<file path="src/rtl/mem_access_stage_pkg.sv">
// Shared definitions for the MEM stage: memory-op encodings, size classes,
// the NOP register address, the all-zero word, byte-lane select constants,
// the FSM state type and small decode helpers used by the stage and its
// lane aligner.
package mem_access_stage_pkg;

  typedef enum logic [3:0] {
    MOP_NONE = 4'd0,
    MOP_LB   = 4'd1,
    MOP_LBU  = 4'd2,
    MOP_LH   = 4'd3,
    MOP_LHU  = 4'd4,
    MOP_LW   = 4'd5,
    MOP_SB   = 4'd6,
    MOP_SH   = 4'd7,
    MOP_SW   = 4'd8
  } memop_e;

  typedef enum logic [1:0] {
    SZ_NONE,
    SZ_BYTE,
    SZ_HALF,
    SZ_WORD
  } size_e;

  typedef enum logic {
    ST_IDLE,
    ST_WAIT
  } state_e;

  localparam logic [4:0]  NOP_REG   = '0;
  localparam logic [31:0] ZERO_WORD = '0;

  // Lane enables relative to lane 0 (bits [7:0]); shifted by the lane index.
  localparam logic [3:0] SEL_NONE = 4'b0000;
  localparam logic [3:0] SEL_BYTE = 4'b0001;
  localparam logic [3:0] SEL_HALF = 4'b0011;
  localparam logic [3:0] SEL_WORD = 4'b1111;

  // Unused encodings collapse onto NONE.
  function automatic memop_e decode_memop(input logic [3:0] raw);
    memop_e op;
    case (raw)
      4'd1:    op = MOP_LB;
      4'd2:    op = MOP_LBU;
      4'd3:    op = MOP_LH;
      4'd4:    op = MOP_LHU;
      4'd5:    op = MOP_LW;
      4'd6:    op = MOP_SB;
      4'd7:    op = MOP_SH;
      4'd8:    op = MOP_SW;
      default: op = MOP_NONE;
    endcase
    return op;
  endfunction

  function automatic size_e memop_size(input memop_e op);
    size_e sz;
    case (op)
      MOP_LB, MOP_LBU, MOP_SB: sz = SZ_BYTE;
      MOP_LH, MOP_LHU, MOP_SH: sz = SZ_HALF;
      MOP_LW, MOP_SW:          sz = SZ_WORD;
      default:                 sz = SZ_NONE;
    endcase
    return sz;
  endfunction

  function automatic logic memop_is_load(input memop_e op);
    return (op == MOP_LB) || (op == MOP_LBU) || (op == MOP_LH) ||
           (op == MOP_LHU) || (op == MOP_LW);
  endfunction

  function automatic logic memop_is_store(input memop_e op);
    return (op == MOP_SB) || (op == MOP_SH) || (op == MOP_SW);
  endfunction

  function automatic logic memop_is_signed(input memop_e op);
    return (op == MOP_LB) || (op == MOP_LH);
  endfunction

endpackage

</file>
<file path="src/rtl/mem_access_stage_if.sv">
// Single-outstanding req/ack data bus between the MEM stage (master) and
// the data memory (slave).
//   mem_req   master->slave  request, held until mem_ack
//   mem_we    master->slave  write
//   mem_addr  master->slave  word-aligned address
//   mem_sel   master->slave  byte-lane enables
//   mem_wdata master->slave  lane-replicated store data
//   mem_ack   slave->master  transaction complete, rdata valid same cycle
//   mem_rdata slave->master  read data
interface mem_access_stage_if #(
  parameter int unsigned ADDR_W = 32
);
  logic              mem_req;
  logic              mem_we;
  logic [ADDR_W-1:0] mem_addr;
  logic [3:0]        mem_sel;
  logic [31:0]       mem_wdata;
  logic              mem_ack;
  logic [31:0]       mem_rdata;

  modport master (
    output mem_req, mem_we, mem_addr, mem_sel, mem_wdata,
    input  mem_ack, mem_rdata
  );

  modport slave (
    input  mem_req, mem_we, mem_addr, mem_sel, mem_wdata,
    output mem_ack, mem_rdata
  );
endinterface

</file>
<file path="src/rtl/mem_lane_align.sv">
// Combinational byte-lane logic for the MEM stage.
// Store side: lane enables, lane-replicated write data and misalignment flag
// for the op presented by EX.
// Load side: picks the addressed lane out of the read word and sign- or
// zero-extends it.
//   st_op_i/st_addr_i/st_data_i  store-side op, address low bits, data
//   sel_o/wdata_o/misalign_o     lane enables, bus data, misaligned access
//   ld_op_i/ld_addr_i/rdata_i    load-side op, address low bits, bus data
//   ld_data_o                    extended load result
module mem_lane_align
  import mem_access_stage_pkg::*;
#(
  parameter bit BIG_ENDIAN = 1'b1
) (
  input  memop_e      st_op_i,
  input  logic [1:0]  st_addr_i,
  input  logic [31:0] st_data_i,
  output logic [3:0]  sel_o,
  output logic [31:0] wdata_o,
  output logic        misalign_o,
  input  memop_e      ld_op_i,
  input  logic [1:0]  ld_addr_i,
  input  logic [31:0] rdata_i,
  output logic [31:0] ld_data_o
);

  size_e       st_size;
  size_e       ld_size;
  logic [1:0]  st_lane;
  logic [1:0]  ld_lane;
  logic [31:0] ld_shift;
  logic        ld_sign;

  // Lane index of the least-significant byte of the access. Big-endian puts
  // the lowest address in the top lane, hence the mirrored offset.
  always_comb begin
    st_size    = memop_size(st_op_i);
    st_lane    = 2'd0;
    sel_o      = SEL_NONE;
    wdata_o    = ZERO_WORD;
    misalign_o = 1'b0;
    case (st_size)
      SZ_BYTE: begin
        st_lane = BIG_ENDIAN ? (2'd3 - st_addr_i) : st_addr_i;
        sel_o   = SEL_BYTE << st_lane;
        wdata_o = {4{st_data_i[7:0]}};
      end
      SZ_HALF: begin
        st_lane    = BIG_ENDIAN ? (2'd2 - st_addr_i) : st_addr_i;
        sel_o      = SEL_HALF << st_lane;
        wdata_o    = {2{st_data_i[15:0]}};
        misalign_o = st_addr_i[0];
      end
      SZ_WORD: begin
        sel_o      = SEL_WORD;
        wdata_o    = st_data_i;
        misalign_o = |st_addr_i;
      end
      default: ;
    endcase
  end

  always_comb begin
    ld_size = memop_size(ld_op_i);
    ld_sign = memop_is_signed(ld_op_i);
    case (ld_size)
      SZ_BYTE: ld_lane = BIG_ENDIAN ? (2'd3 - ld_addr_i) : ld_addr_i;
      SZ_HALF: ld_lane = BIG_ENDIAN ? (2'd2 - ld_addr_i) : ld_addr_i;
      default: ld_lane = 2'd0;
    endcase
    ld_shift = rdata_i >> {ld_lane, 3'b000};
    case (ld_size)
      SZ_BYTE: ld_data_o = {{24{ld_sign & ld_shift[7]}}, ld_shift[7:0]};
      SZ_HALF: ld_data_o = {{16{ld_sign & ld_shift[15]}}, ld_shift[15:0]};
      SZ_WORD: ld_data_o = ld_shift;
      default: ld_data_o = ZERO_WORD;
    endcase
  end

endmodule

</file>
<file path="src/rtl/mem_access_stage.sv">
// MEM pipeline stage with the MEM/WB register folded in. Executes byte,
// halfword and word loads/stores on a single-outstanding req/ack bus,
// aligns and extends load data, raises stall_req while a transaction is
// pending, and reports misaligned accesses and bus timeouts as pulses.
//   clk, rst            clock, synchronous active-high reset
//   flush               discard the current/pending op result
//   ex_*                op from EX (held stable while stall_req is high)
//   stall_req           combinational stall to pipeline control
//   bus                 data bus, master side
//   wb_*                registered WB entry
//   exc_align           one-cycle pulse, misaligned access
//   exc_buserr          one-cycle pulse, bus timeout
module mem_access_stage
  import mem_access_stage_pkg::*;
#(
  parameter int unsigned ADDR_W      = 32,
  parameter int unsigned REG_ADDR_W  = 5,
  parameter int unsigned TIMEOUT_CYC = 255,
  parameter bit          BIG_ENDIAN  = 1'b1
) (
  input  logic                  clk,
  input  logic                  rst,
  input  logic                  flush,
  input  logic                  ex_valid,
  input  logic [REG_ADDR_W-1:0] ex_wd,
  input  logic                  ex_wreg,
  input  logic [31:0]           ex_wdata,
  input  logic [3:0]            ex_memop,
  input  logic [ADDR_W-1:0]     ex_addr,
  input  logic [31:0]           ex_sdata,
  output logic                  stall_req,
  mem_access_stage_if.master    bus,
  output logic                  wb_valid,
  output logic [REG_ADDR_W-1:0] wb_wd,
  output logic                  wb_wreg,
  output logic [31:0]           wb_wdata,
  output logic                  exc_align,
  output logic                  exc_buserr
);

  localparam int unsigned TW      = (TIMEOUT_CYC < 2) ? 1 : $clog2(TIMEOUT_CYC);
  localparam int unsigned TO_LAST = (TIMEOUT_CYC == 0) ? 0 : TIMEOUT_CYC - 1;
  localparam logic [TW-1:0] TO_LAST_T = TW'(TO_LAST);

  state_e                state_q, state_d;
  logic [TW-1:0]         timer_q, timer_d;
  logic                  mem_req_q, mem_req_d;
  logic                  mem_we_q, mem_we_d;
  logic [ADDR_W-1:0]     mem_addr_q, mem_addr_d;
  logic [3:0]            mem_sel_q, mem_sel_d;
  logic [31:0]           mem_wdata_q, mem_wdata_d;
  logic                  wb_valid_q, wb_valid_d;
  logic [REG_ADDR_W-1:0] wb_wd_q, wb_wd_d;
  logic                  wb_wreg_q, wb_wreg_d;
  logic [31:0]           wb_wdata_q, wb_wdata_d;
  logic                  exc_align_q, exc_align_d;
  logic                  exc_buserr_q, exc_buserr_d;
  // Op context captured at issue so completion does not depend on EX.
  memop_e                op_q, op_d;
  logic [1:0]            alo_q, alo_d;
  logic [REG_ADDR_W-1:0] wd_q, wd_d;
  logic                  wreg_q, wreg_d;
  logic                  flushed_q, flushed_d;

  memop_e      ex_op;
  logic [3:0]  st_sel;
  logic [31:0] st_wdata;
  logic        st_misalign;
  logic [31:0] ld_data;
  logic        timeout_hit;

  assign ex_op = decode_memop(ex_memop);

  mem_lane_align #(
    .BIG_ENDIAN(BIG_ENDIAN)
  ) u_align (
    .st_op_i   (ex_op),
    .st_addr_i (ex_addr[1:0]),
    .st_data_i (ex_sdata),
    .sel_o     (st_sel),
    .wdata_o   (st_wdata),
    .misalign_o(st_misalign),
    .ld_op_i   (op_q),
    .ld_addr_i (alo_q),
    .rdata_i   (bus.mem_rdata),
    .ld_data_o (ld_data)
  );

  // Timer counts completed WAIT cycles; the last allowed cycle is the one
  // in which it equals TIMEOUT_CYC-1, so the request is up for exactly
  // TIMEOUT_CYC cycles.
  assign timeout_hit = (TIMEOUT_CYC != 0) && (timer_q == TO_LAST_T);

  always_comb begin
    state_d      = state_q;
    timer_d      = timer_q;
    mem_req_d    = mem_req_q;
    mem_we_d     = mem_we_q;
    mem_addr_d   = mem_addr_q;
    mem_sel_d    = mem_sel_q;
    mem_wdata_d  = mem_wdata_q;
    wb_valid_d   = 1'b0;
    wb_wd_d      = wb_wd_q;
    wb_wreg_d    = wb_wreg_q;
    wb_wdata_d   = wb_wdata_q;
    exc_align_d  = 1'b0;
    exc_buserr_d = 1'b0;
    op_d         = op_q;
    alo_d        = alo_q;
    wd_d         = wd_q;
    wreg_d       = wreg_q;
    flushed_d    = flushed_q;
    stall_req    = 1'b0;

    case (state_q)
      ST_IDLE: begin
        if (ex_valid && !flush) begin
          if (ex_op == MOP_NONE) begin
            wb_valid_d = 1'b1;
            wb_wd_d    = ex_wd;
            wb_wreg_d  = ex_wreg;
            wb_wdata_d = ex_wdata;
          end else if (st_misalign) begin
            exc_align_d = 1'b1;
            wb_valid_d  = 1'b1;
            wb_wd_d     = ex_wd;
            wb_wreg_d   = 1'b0;
            wb_wdata_d  = ZERO_WORD;
          end else begin
            stall_req   = 1'b1;
            mem_req_d   = 1'b1;
            mem_we_d    = memop_is_store(ex_op);
            mem_addr_d  = {ex_addr[ADDR_W-1:2], 2'b00};
            mem_sel_d   = st_sel;
            mem_wdata_d = st_wdata;
            state_d     = ST_WAIT;
            timer_d     = '0;
            op_d        = ex_op;
            alo_d       = ex_addr[1:0];
            wd_d        = ex_wd;
            wreg_d      = ex_wreg;
            flushed_d   = 1'b0;
          end
        end
      end
      ST_WAIT: begin
        if (bus.mem_ack || timeout_hit) begin
          mem_req_d  = 1'b0;
          state_d    = ST_IDLE;
          // A flush seen at any point in WAIT, including this cycle,
          // suppresses the WB entry; the bus side still completes.
          wb_valid_d = !(flushed_q || flush);
          wb_wd_d    = wd_q;
          if (bus.mem_ack) begin
            wb_wreg_d  = memop_is_load(op_q) && wreg_q;
            wb_wdata_d = memop_is_load(op_q) ? ld_data : ZERO_WORD;
          end else begin
            exc_buserr_d = 1'b1;
            wb_wreg_d    = 1'b0;
            wb_wdata_d   = ZERO_WORD;
          end
        end else begin
          stall_req = 1'b1;
          timer_d   = timer_q + 1'b1;
          flushed_d = flushed_q | flush;
        end
      end
      default: state_d = ST_IDLE;
    endcase
  end

  always_ff @(posedge clk) begin
    if (rst) begin
      state_q      <= ST_IDLE;
      timer_q      <= '0;
      mem_req_q    <= 1'b0;
      mem_we_q     <= 1'b0;
      mem_addr_q   <= '0;
      mem_sel_q    <= SEL_NONE;
      mem_wdata_q  <= ZERO_WORD;
      wb_valid_q   <= 1'b0;
      wb_wd_q      <= REG_ADDR_W'(NOP_REG);
      wb_wreg_q    <= 1'b0;
      wb_wdata_q   <= ZERO_WORD;
      exc_align_q  <= 1'b0;
      exc_buserr_q <= 1'b0;
      op_q         <= MOP_NONE;
      alo_q        <= '0;
      wd_q         <= '0;
      wreg_q       <= 1'b0;
      flushed_q    <= 1'b0;
    end else begin
      state_q      <= state_d;
      timer_q      <= timer_d;
      mem_req_q    <= mem_req_d;
      mem_we_q     <= mem_we_d;
      mem_addr_q   <= mem_addr_d;
      mem_sel_q    <= mem_sel_d;
      mem_wdata_q  <= mem_wdata_d;
      wb_valid_q   <= wb_valid_d;
      wb_wd_q      <= wb_wd_d;
      wb_wreg_q    <= wb_wreg_d;
      wb_wdata_q   <= wb_wdata_d;
      exc_align_q  <= exc_align_d;
      exc_buserr_q <= exc_buserr_d;
      op_q         <= op_d;
      alo_q        <= alo_d;
      wd_q         <= wd_d;
      wreg_q       <= wreg_d;
      flushed_q    <= flushed_d;
    end
  end

  assign bus.mem_req   = mem_req_q;
  assign bus.mem_we    = mem_we_q;
  assign bus.mem_addr  = mem_addr_q;
  assign bus.mem_sel   = mem_sel_q;
  assign bus.mem_wdata = mem_wdata_q;
  assign wb_valid      = wb_valid_q;
  assign wb_wd         = wb_wd_q;
  assign wb_wreg       = wb_wreg_q;
  assign wb_wdata      = wb_wdata_q;
  assign exc_align     = exc_align_q;
  assign exc_buserr    = exc_buserr_q;

endmodule

</file>
<file path="src/flat_wrapper.sv">
// flat-port wrapper written by rule: the top's interface ports become plain ports
module mem_access_stage_flat import mem_access_stage_pkg::*;
#(
  parameter int unsigned ADDR_W      = 32,
  parameter int unsigned REG_ADDR_W  = 5,
  parameter int unsigned TIMEOUT_CYC = 255,
  parameter bit          BIG_ENDIAN  = 1'b1
)
  (clk, rst, flush, ex_valid, ex_wd, ex_wreg, ex_wdata, ex_memop, ex_addr, ex_sdata, stall_req, wb_valid, wb_wd, wb_wreg, wb_wdata, exc_align, exc_buserr, bus_mem_req, bus_mem_we, bus_mem_addr, bus_mem_sel, bus_mem_wdata, bus_mem_ack, bus_mem_rdata);
  mem_access_stage_if #(.ADDR_W(ADDR_W)) bus_i ();
  input  logic clk;
  input  logic rst;
  input  logic flush;
  input  logic ex_valid;
  input  logic [REG_ADDR_W-1:0] ex_wd;
  input  logic ex_wreg;
  input  logic [31:0] ex_wdata;
  input  logic [3:0] ex_memop;
  input  logic [ADDR_W-1:0] ex_addr;
  input  logic [31:0] ex_sdata;
  output logic stall_req;
  output logic wb_valid;
  output logic [REG_ADDR_W-1:0] wb_wd;
  output logic wb_wreg;
  output logic [31:0] wb_wdata;
  output logic exc_align;
  output logic exc_buserr;
  output wire logic [$bits(bus_i.mem_req)-1:0] bus_mem_req;
  output wire logic [$bits(bus_i.mem_we)-1:0] bus_mem_we;
  output wire logic [$bits(bus_i.mem_addr)-1:0] bus_mem_addr;
  output wire logic [$bits(bus_i.mem_sel)-1:0] bus_mem_sel;
  output wire logic [$bits(bus_i.mem_wdata)-1:0] bus_mem_wdata;
  input wire logic [$bits(bus_i.mem_ack)-1:0] bus_mem_ack;
  input wire logic [$bits(bus_i.mem_rdata)-1:0] bus_mem_rdata;
  assign bus_mem_req = bus_i.mem_req;
  assign bus_mem_we = bus_i.mem_we;
  assign bus_mem_addr = bus_i.mem_addr;
  assign bus_mem_sel = bus_i.mem_sel;
  assign bus_mem_wdata = bus_i.mem_wdata;
  assign bus_i.mem_ack = bus_mem_ack;
  assign bus_i.mem_rdata = bus_mem_rdata;
  mem_access_stage #(.ADDR_W(ADDR_W), .REG_ADDR_W(REG_ADDR_W), .TIMEOUT_CYC(TIMEOUT_CYC), .BIG_ENDIAN(BIG_ENDIAN)) u_core (.clk(clk), .rst(rst), .flush(flush), .ex_valid(ex_valid), .ex_wd(ex_wd), .ex_wreg(ex_wreg), .ex_wdata(ex_wdata), .ex_memop(ex_memop), .ex_addr(ex_addr), .ex_sdata(ex_sdata), .stall_req(stall_req), .bus(bus_i), .wb_valid(wb_valid), .wb_wd(wb_wd), .wb_wreg(wb_wreg), .wb_wdata(wb_wdata), .exc_align(exc_align), .exc_buserr(exc_buserr));
endmodule
</file>
<file path="config.mk">
export PLATFORM = sky130hd
export DESIGN_NAME = mem_access_stage_flat
export DESIGN_NICKNAME = d
export VERILOG_FILES = /design/src/rtl/mem_access_stage_pkg.sv /design/src/rtl/mem_access_stage_if.sv /design/src/rtl/mem_lane_align.sv /design/src/rtl/mem_access_stage.sv /design/src/flat_wrapper.sv
export SDC_FILE = /design/constraint.sdc
export NUM_CORES = 1
export LEC_CHECK = 0
export BUFFER_PORTS_ARGS = -buffer_cell sky130_fd_sc_hd__buf_2
export CORE_ASPECT_RATIO = 0.8
export CORE_UTILIZATION = 50
export DETAILED_ROUTE_END_ITERATION = 8
export PLACE_DENSITY = 0.82
export SYNTH_ARGS = -nofsm -noshare
export SYNTH_HDL_FRONTEND = slang
export SYNTH_SLANG_ARGS = --single-unit
</file>
<file path="constraint.sdc">
create_clock -name clk -period 7.5 [get_ports clk]
set_input_delay 0.375 -clock clk [delete_from_list [all_inputs] [get_ports clk]]
set_output_delay 0.375 -clock clk [all_outputs]
set_load 0.02 [all_outputs]
</file>
# ---- After elaboration in Yosys (flattened, before gate mapping)
# Memories as Yosys holds them, arrays and structs flattened. A register that Yosys moved wholly into a read port is not among the register bits.
# Index checks and enable logic that the tools add are counted.
dict set report totals {
  register_bits 131
  rom_bits 128
  inputBits 143
  output_inout_bits 112
  wordCells 130
  n_memories 3
}
dict set report op_classes {
  addsub 5
  n_eq_ne 21
  n_shift 3
  n_mux 51
  bitwise 8
  reduce_logical 21
}
# memory depth width rd rd_clocked_by_memory_dff wr line
set mem_list {}
lappend mem_list {{(no name shown)} 16 4 1 0 0 mem_access_stage_pkg.sv:43} ;# case (raw)
lappend mem_list {{(no name shown)} 16 2 1 1 0 mem_access_stage_pkg.sv:59} ;# case (op)
lappend mem_list {{(no name shown)} 16 2 1 0 0 mem_access_stage_pkg.sv:59}
# op n
set op_table {}
lappend op_table {{32-bit two-way mux} 6}
lappend op_table {{32-bit one-hot mux with 3 select lines} 2}
lappend op_table {{32-bit one-hot mux with 2 select lines} 1}
lappend op_table {{8-bit two-way mux} 4}
lappend op_table {{32-bit by 5-bit >> shifter with 32-bit output} 1}
lappend op_table {{1-bit two-way mux} 22}
lappend op_table {{5-bit two-way mux} 4}
lappend op_table {{4-bit by 3-bit == test with 1-bit output, second input constant} 4}
lappend op_table {{8-bit one-hot mux with 2 select lines} 1}
lappend op_table {{1-bit one-hot mux with 2 select lines} 6}
lappend op_table {{4-bit one-hot mux with 3 select lines} 1}
lappend op_table {{4-bit AND reduction} 3}
lappend op_table {{5-bit one-hot mux with 2 select lines} 1}
lappend op_table {{1-bit logical OR} 9}
lappend op_table {{8-bit by 1-bit adder with 8-bit output, second input constant} 1}
lappend op_table {{2-bit == test, second input constant} 4}
lappend op_table {{4-bit by 2-bit == test with 1-bit output, second input constant} 2}
lappend op_table {{8-bit == test, second input constant} 1}
lappend op_table {{4-bit two-way mux} 2}
lappend op_table {{2-bit inequality test, second input constant} 4}
lappend op_table {{2-bit subtractor, first input constant} 4}
lappend op_table {{1-bit inverter} 5}
lappend op_table {{2-bit by 1-bit == test with 1-bit output, second input constant} 2}
lappend op_table {{4-bit by 1-bit == test with 1-bit output, second input constant} 1}
lappend op_table {{other kinds (15)} 18}

# ---- Longest topological paths before layout
dict set report depth {
  depth_word 9
  mapped_depth 14
}

# ---- Modules after synthesis
# From an unflattened synthesis, not the netlist that was laid out.
dict set report unflattened {
  cells_unflattened 826
  hier_area_um2 7110.6
}
# mod n_inst cells_per_inst area_each_um2
set by_module_without_submodules {}
lappend by_module_without_submodules {mem_access_stage 1 599 5612.9}
lappend by_module_without_submodules {mem_lane_align 1 227 1497.7}

# ---- Worst setup path after synthesis
# No wires, ideal clock.
dict set report synth_path {
  path_kind {input to register}
  from {input ex_memop[3]}
  to {register, netlist name u_core.u_align.ld_size[0]}
  arrival_time_ns 2.782
  required_ns 7.379
  setup_slack_ns 4.597
  stages 14
  path_buffers 3
  cell_sequence {buf_2 nor2b_1 ha_1 clkbuf_2 or3b_2 o22ai_4 a2111oi_4 buf_2 mux2i_1 nor2_1 inv_1 ha_1 o21ai_0 o21ai_1}
}
dict set report synth_via {
  elab_chain_cells 8
  elab_cells_between_ends 11
  cone_classes {eq/ne: 2; mux: 3; bitwise: 2; reduce/logical: 2; memory: 2}
}
# item line
set synth_lines {}
lappend synth_lines {{from (decl)} flat_wrapper.sv:18} ;# input logic [3:0] ex_memop;
lappend synth_lines {{memory read 16 x 4 bit (*)} --}
lappend synth_lines {{named net u_core.ex_op[1]} mem_access_stage.sv:65} ;# memop_e ex_op;
lappend synth_lines {{memory read 16 x 2 bit} --}
lappend synth_lines {{2-bit == test} mem_lane_align.sv:42} ;# case (st_size)
lappend synth_lines {{1-bit one-hot mux with 2 select lines} mem_lane_align.sv:42}
lappend synth_lines {{1-bit inverter (no source line)} --}
lappend synth_lines {{4-bit AND reduction (no source line)} --}
lappend synth_lines {{4-bit two-way mux (no source line) (*) (2 in a row)} --}
# The timed path passes the listed nets; every way through them passes the cells marked *.
# A chain may end at the register's enable or synchronous reset.

# ---- Worst setup path in the final report
dict set report layout_path {
  from {input ex_memop[3]}
  to {output stall_req}
}
dict set report layout_via {
  elab_chain_cells 8
  elab_cells_between_ends 10
  cone_classes {eq/ne: 2; mux: 5; reduce/logical: 1; memory: 2}
}
# item line
set layout_lines {}
lappend layout_lines {{memory read 16 x 4 bit (*)} --}
lappend layout_lines {{named net u_core.ex_op[1]} mem_access_stage.sv:65}
lappend layout_lines {{memory read 16 x 2 bit} --}
lappend layout_lines {{2-bit == test} mem_lane_align.sv:42}
lappend layout_lines {{1-bit one-hot mux with 2 select lines} mem_lane_align.sv:42}
lappend layout_lines {{1-bit two-way mux} mem_access_stage.sv:123} ;# end else if (st_misalign) begin
lappend layout_lines {{1-bit two-way mux (*)} mem_access_stage.sv:118} ;# if (ex_op == MOP_NONE) begin
lappend layout_lines {{1-bit two-way mux (*)} mem_access_stage.sv:117} ;# if (ex_valid && !flush) begin
lappend layout_lines {{1-bit one-hot mux with 2 select lines (*)} mem_access_stage.sv:115} ;# case (state_q)
lappend layout_lines {{to (decl)} flat_wrapper.sv:21} ;# output logic stall_req;
# Marks and branches as above.

==> results.txt <==
----------------------------------------------------
[Floorplanning]
  Core box area ... 0.0129 sq mm
  Cell row count ... 37
  Full die area ... 0.0137 sq mm
  Vert. Die Dim ... 105 microns
  Initial Util ... 0.513
  Die span in x ... 130 microns
  I/O pins ... 255

[Routing]
  Vias post-DR ... 6647
  Avg Vias per Cell ... 5.65
  Final ANT Viol Nets ... 0
  Detailed router's first-iteration violation count ... 487
  Length of the first detailed-routing pass in iterations ... 5
  DRC violations left ... 0
  Wirelength, routed ... 18800 microns
  Drt wl/cell ... 16.0 microns

[Clock tree]
  Insertion delay of the later-clocked pin in the worst-skew pair ... 0.41 ns
  CTS H-Tree Depth ... 4
  Clock Path Buffers ... 2
  Clock slew at reported path FFs ... 0.06 ns
  Number of buffers inserted during clock tree synthesis ... 17
  Post-CTS Resized ... 0
  Post-CTS Repair Setup Buffers ... 0
  TritonCTS clock tree ... done
  Number of hold-repair buffers added at the cts stage ... 0
  Clock root buffer ... clkbuf_16
  TritonCTS Sinks ... 133

[Logic synthesis]
  Seq cells post-synth ... 133
  Area of the mapped netlist ... 0.00660 sq mm
  Post-synth ARST share ... 0
  Sequential area share after synthesis ... 0.404
  Most area-consuming cells after synthesis ... dfxtp_1, nand2_1, a21oi_1, mux2i_1, nor2_1
  Number of distinct library cell variants in the gate-level netlist after synthesis ... 71
  Ys Warns ... 0
  Post-synth top area share ... 0.404
  List of most frequent post-synthesis cells ... dfxtp_1, nand2_1, a21oi_1
  Most instantiated flip-flop cell in the synthesis netlist ... dfxtp_1
  Area leader, netlist ... dfxtp_1
  Number of cells produced by synthesis ... 781
  Mean cell area of the mapped netlist ... 8.45 sq um
  Top-count cell post-synth ... dfxtp_1
  Count of flip-flops with a built-in enable after synthesis ... 0

[Cells and area]
  Sequential cell area in the final layout ... 0.00266 sq mm
  Total number of nets in the final design ... 1146
  Layout cells sized above 1 ... 0.321
  Count of filler cells inserted in the layout ... 1129
  Antenna diodes ... 0
  Relative area change from synthesis to final layout ... 27.3%
  Combined area of the multi-input logic cells ... 0.00360 sq mm
  Fin util ... 0.652

[Timing]
  Final Max Tran Viols ... 0
  Post-route clock period utilization ... 0.460
  Slew at the pin closest to its max-slew limit ... 1.09 ns
  Final setup violation count ... 0
  Setup Skew ... 0.00970 ns
  Min cycle time layout ... 3.45 ns
  Final TNS setup ... 0 ns
  Headroom to the max-slew limit ... 0.271
  Final Hold Violating Endpoints ... 0
  RSZ-0062 raised after global routing ... false
  Maximum operating frequency ... 290 MHz

[Power and ir drop]
  Cell-internal power ... 1.34 mW
  Total net switching power ... 0.513 mW
  IR drop worst, VDD ... 0.179 mV
  Leak ... 3.71 nW
  Part of the power in the clock network ... 0.431
  Fraction of power spent switching nets ... 0.276
  Combinational power share ... 0.161
  Total power per unit cell area ... 221 mW/mm^2
  Sequential power share ... 0.408

[Worst setup path]
  Crit path capture type ... primary output
  Required time at the endpoint of the critical path ... 7.12 ns
  Cell repeated most along the worst path ... buf_2
  Buffer and inverter count on the worst path ... 4
  Cell Chain, Critical Path ... buf_2, nor2b_1, ha_1, nor3_2, a2111oi_4, buf_4, nor2_1, inv_1, buf_2
  Worst setup path category ... input pin to primary output
  Setup slack of the most critical reg-to-reg path ... 4.29 ns
  Crit path arrival time ... 3.08 ns
  CP top delay family ... simple AND/OR/NAND/NOR gates
  Critical Path Start Type ... input pin
  Standard cell with the maximum stage delay on the critical path ... nor3_2
  Worst reg2reg path endpoint ... u_core.wb_wdata[27]$_SDFFE_PP0P_
  Top fanout value on the critical path ... 47
  R2R Path Start ... u_core.u_align.ld_size[0]$_DFF_P_
  Worst path max stage delay ... 0.81 ns
  Reg2reg path depth ... 8

[Placement]
  Post-detail-place hpwl ... 12900 microns
  Final weighted congestion of routability-driven global placement ... 0.869
  Number of I/O port buffers ... 252

[Global route]
  Antenna violations before repair ... 0
  Vias in the first global route ... 5998
  Wire length of the first global-routing pass ... 28900 microns
  Global-route usage over all layers ... 0.268
  Largest net degree at the start of global routing ... 89
  Residual overflow from global routing ... 0

[Status]
  Run status ... finished clean

[Hold path]
  Hold Path End ... u_core.bus.mem_addr[11]$_SDFFE_PP0N_
  Hold WC Path Type ... input pin to register
  Hold Path Stages ... 3
  Startpoint of the most critical hold path ... ex_addr[11]

[Job]
  Maximum capacitance violations ... 0

----------------------------------------------------
## routing by layer
layer / track usage / wire length [microns] / vias up
met4: 0.0985 / 350 / 0
met2: 0.416 / 8550 / 336
met3: 0.0850 / 1780 / 30
met1: 0.346 / 8120 / 3047
met5: 0 / 0 / -
li1: - / - / 3234
## metrics by stage
stage	hold slack, ns	std cells	area, sq um	power, mW	setup WS (ns)
2_1_floorplan	0.430	782	6600	0.961	4.60
3_3_place_gp	0.436	1147	7840	1.06	3.89
3_5_place_dp	0.443	1147	7840	1.07	3.83
4_1_cts	0.186	1177	8400	1.86	4.04
5_1_grt	0.177	1177	8400	1.93	3.82
6_report	0.191	1177	8400	1.86	4.05
## sequential cells by signal, summed over array words and instances (netlist names), 2 cells and up
| signal | cells |
|---|---|
| u_core.bus.mem_wdata | 32 |
| u_core.wb_wdata | 32 |
| u_core.bus.mem_addr | 30 |
| u_core.timer_q | 8 |
| u_core.wb_wd | 5 |
| u_core.wd_q | 5 |
| u_core.bus.mem_sel | 4 |
| u_core.op_q | 4 |
| u_core.alo_q | 2 |
| u_core.u_align.ld_size | 2 |
## power groups by stage
stage	combinational, mW	sequential (mW)	clock, mW
after global routing	0.323	0.762	0.846
after global placement	0.291	0.773	0
after detailed placement	0.294	0.774	0
final	0.298	0.759	0.801
after floorplan	0.154	0.807	0
after CTS	0.296	0.759	0.808
## worst max-delay path by stage
| stage | from | to | slack (ns) | cells past startpoint |
|---|---|---|---|---|
| floorplan | ex_memop[3] | u_core.u_align.ld_size[0]$_DFF_P_ | 4.60 | 14 |
| global placement | ex_memop[1] | u_core.timer_q[5]$_SDFFE_PP0P_ | 3.89 | 7 |
| detailed placement | ex_memop[3] | u_core.timer_q[5]$_SDFFE_PP0P_ | 3.83 | 7 |
| CTS | ex_memop[3] | stall_req | 4.04 | 9 |
| global route | ex_memop[3] | stall_req | 3.82 | 9 |
| finish | ex_memop[3] | stall_req | 4.05 | 9 |
## cells by family (layout without fill, tap and decap cells)
logic type,Yosys count,count (layout),share of synthesized area
compound gates,226,226,0.244
simple gates,272,272,0.184
mux,50,50,0.0806
xor+xnor,7,7,0.00929
flops,133,133,0.404
buf+inv,80,300,0.0556
fa+ha+maj,12,12,0.0228
other cells,1,2,0.000568
## cell type report
cell class	count	area share
Sequential cell	133	0.317
Tap cell	175	0.0261
Timing Repair Buffer	259	0.157
Multi-Input combinational cell	569	0.429
Clock inverter	9	0.0127
Inverter	11	0.00492
Clock buffer	21	0.0536
## layout by cell type (no fill, tap or decap), drive strengths merged, types with 3 or more instances in the layout
cell	n
a2111oi	3
a211oi	26
a21o	3
a21oi	81
a221oi	18
a22oi	14
a311oi	31
and2	12
buf	259
clkbuf	21
clkinv	4
clkinvlp	3
dfxtp	133
ha	12
inv	11
mux2	15
mux2i	35
nand2	114
nand2b	6
nand3	25
nor2	76
nor3	16
o211ai	3
o21ai	14
o21ba	7
o21bai	9
o22ai	5
or2	3
or3	3
xor2	5
## worst register-to-register path, cell delays in order, from the launching register on
cell and delay, ns:
dfxtp_1 0.36, inv_1 0.08, ha_1 0.28, nand2_1 0.10
a221o_1 0.88, mux2_2 0.46, or2_0 0.40, and2_1 0.34
a211oi_1 0.24
(Power assumes the default switching activity.)
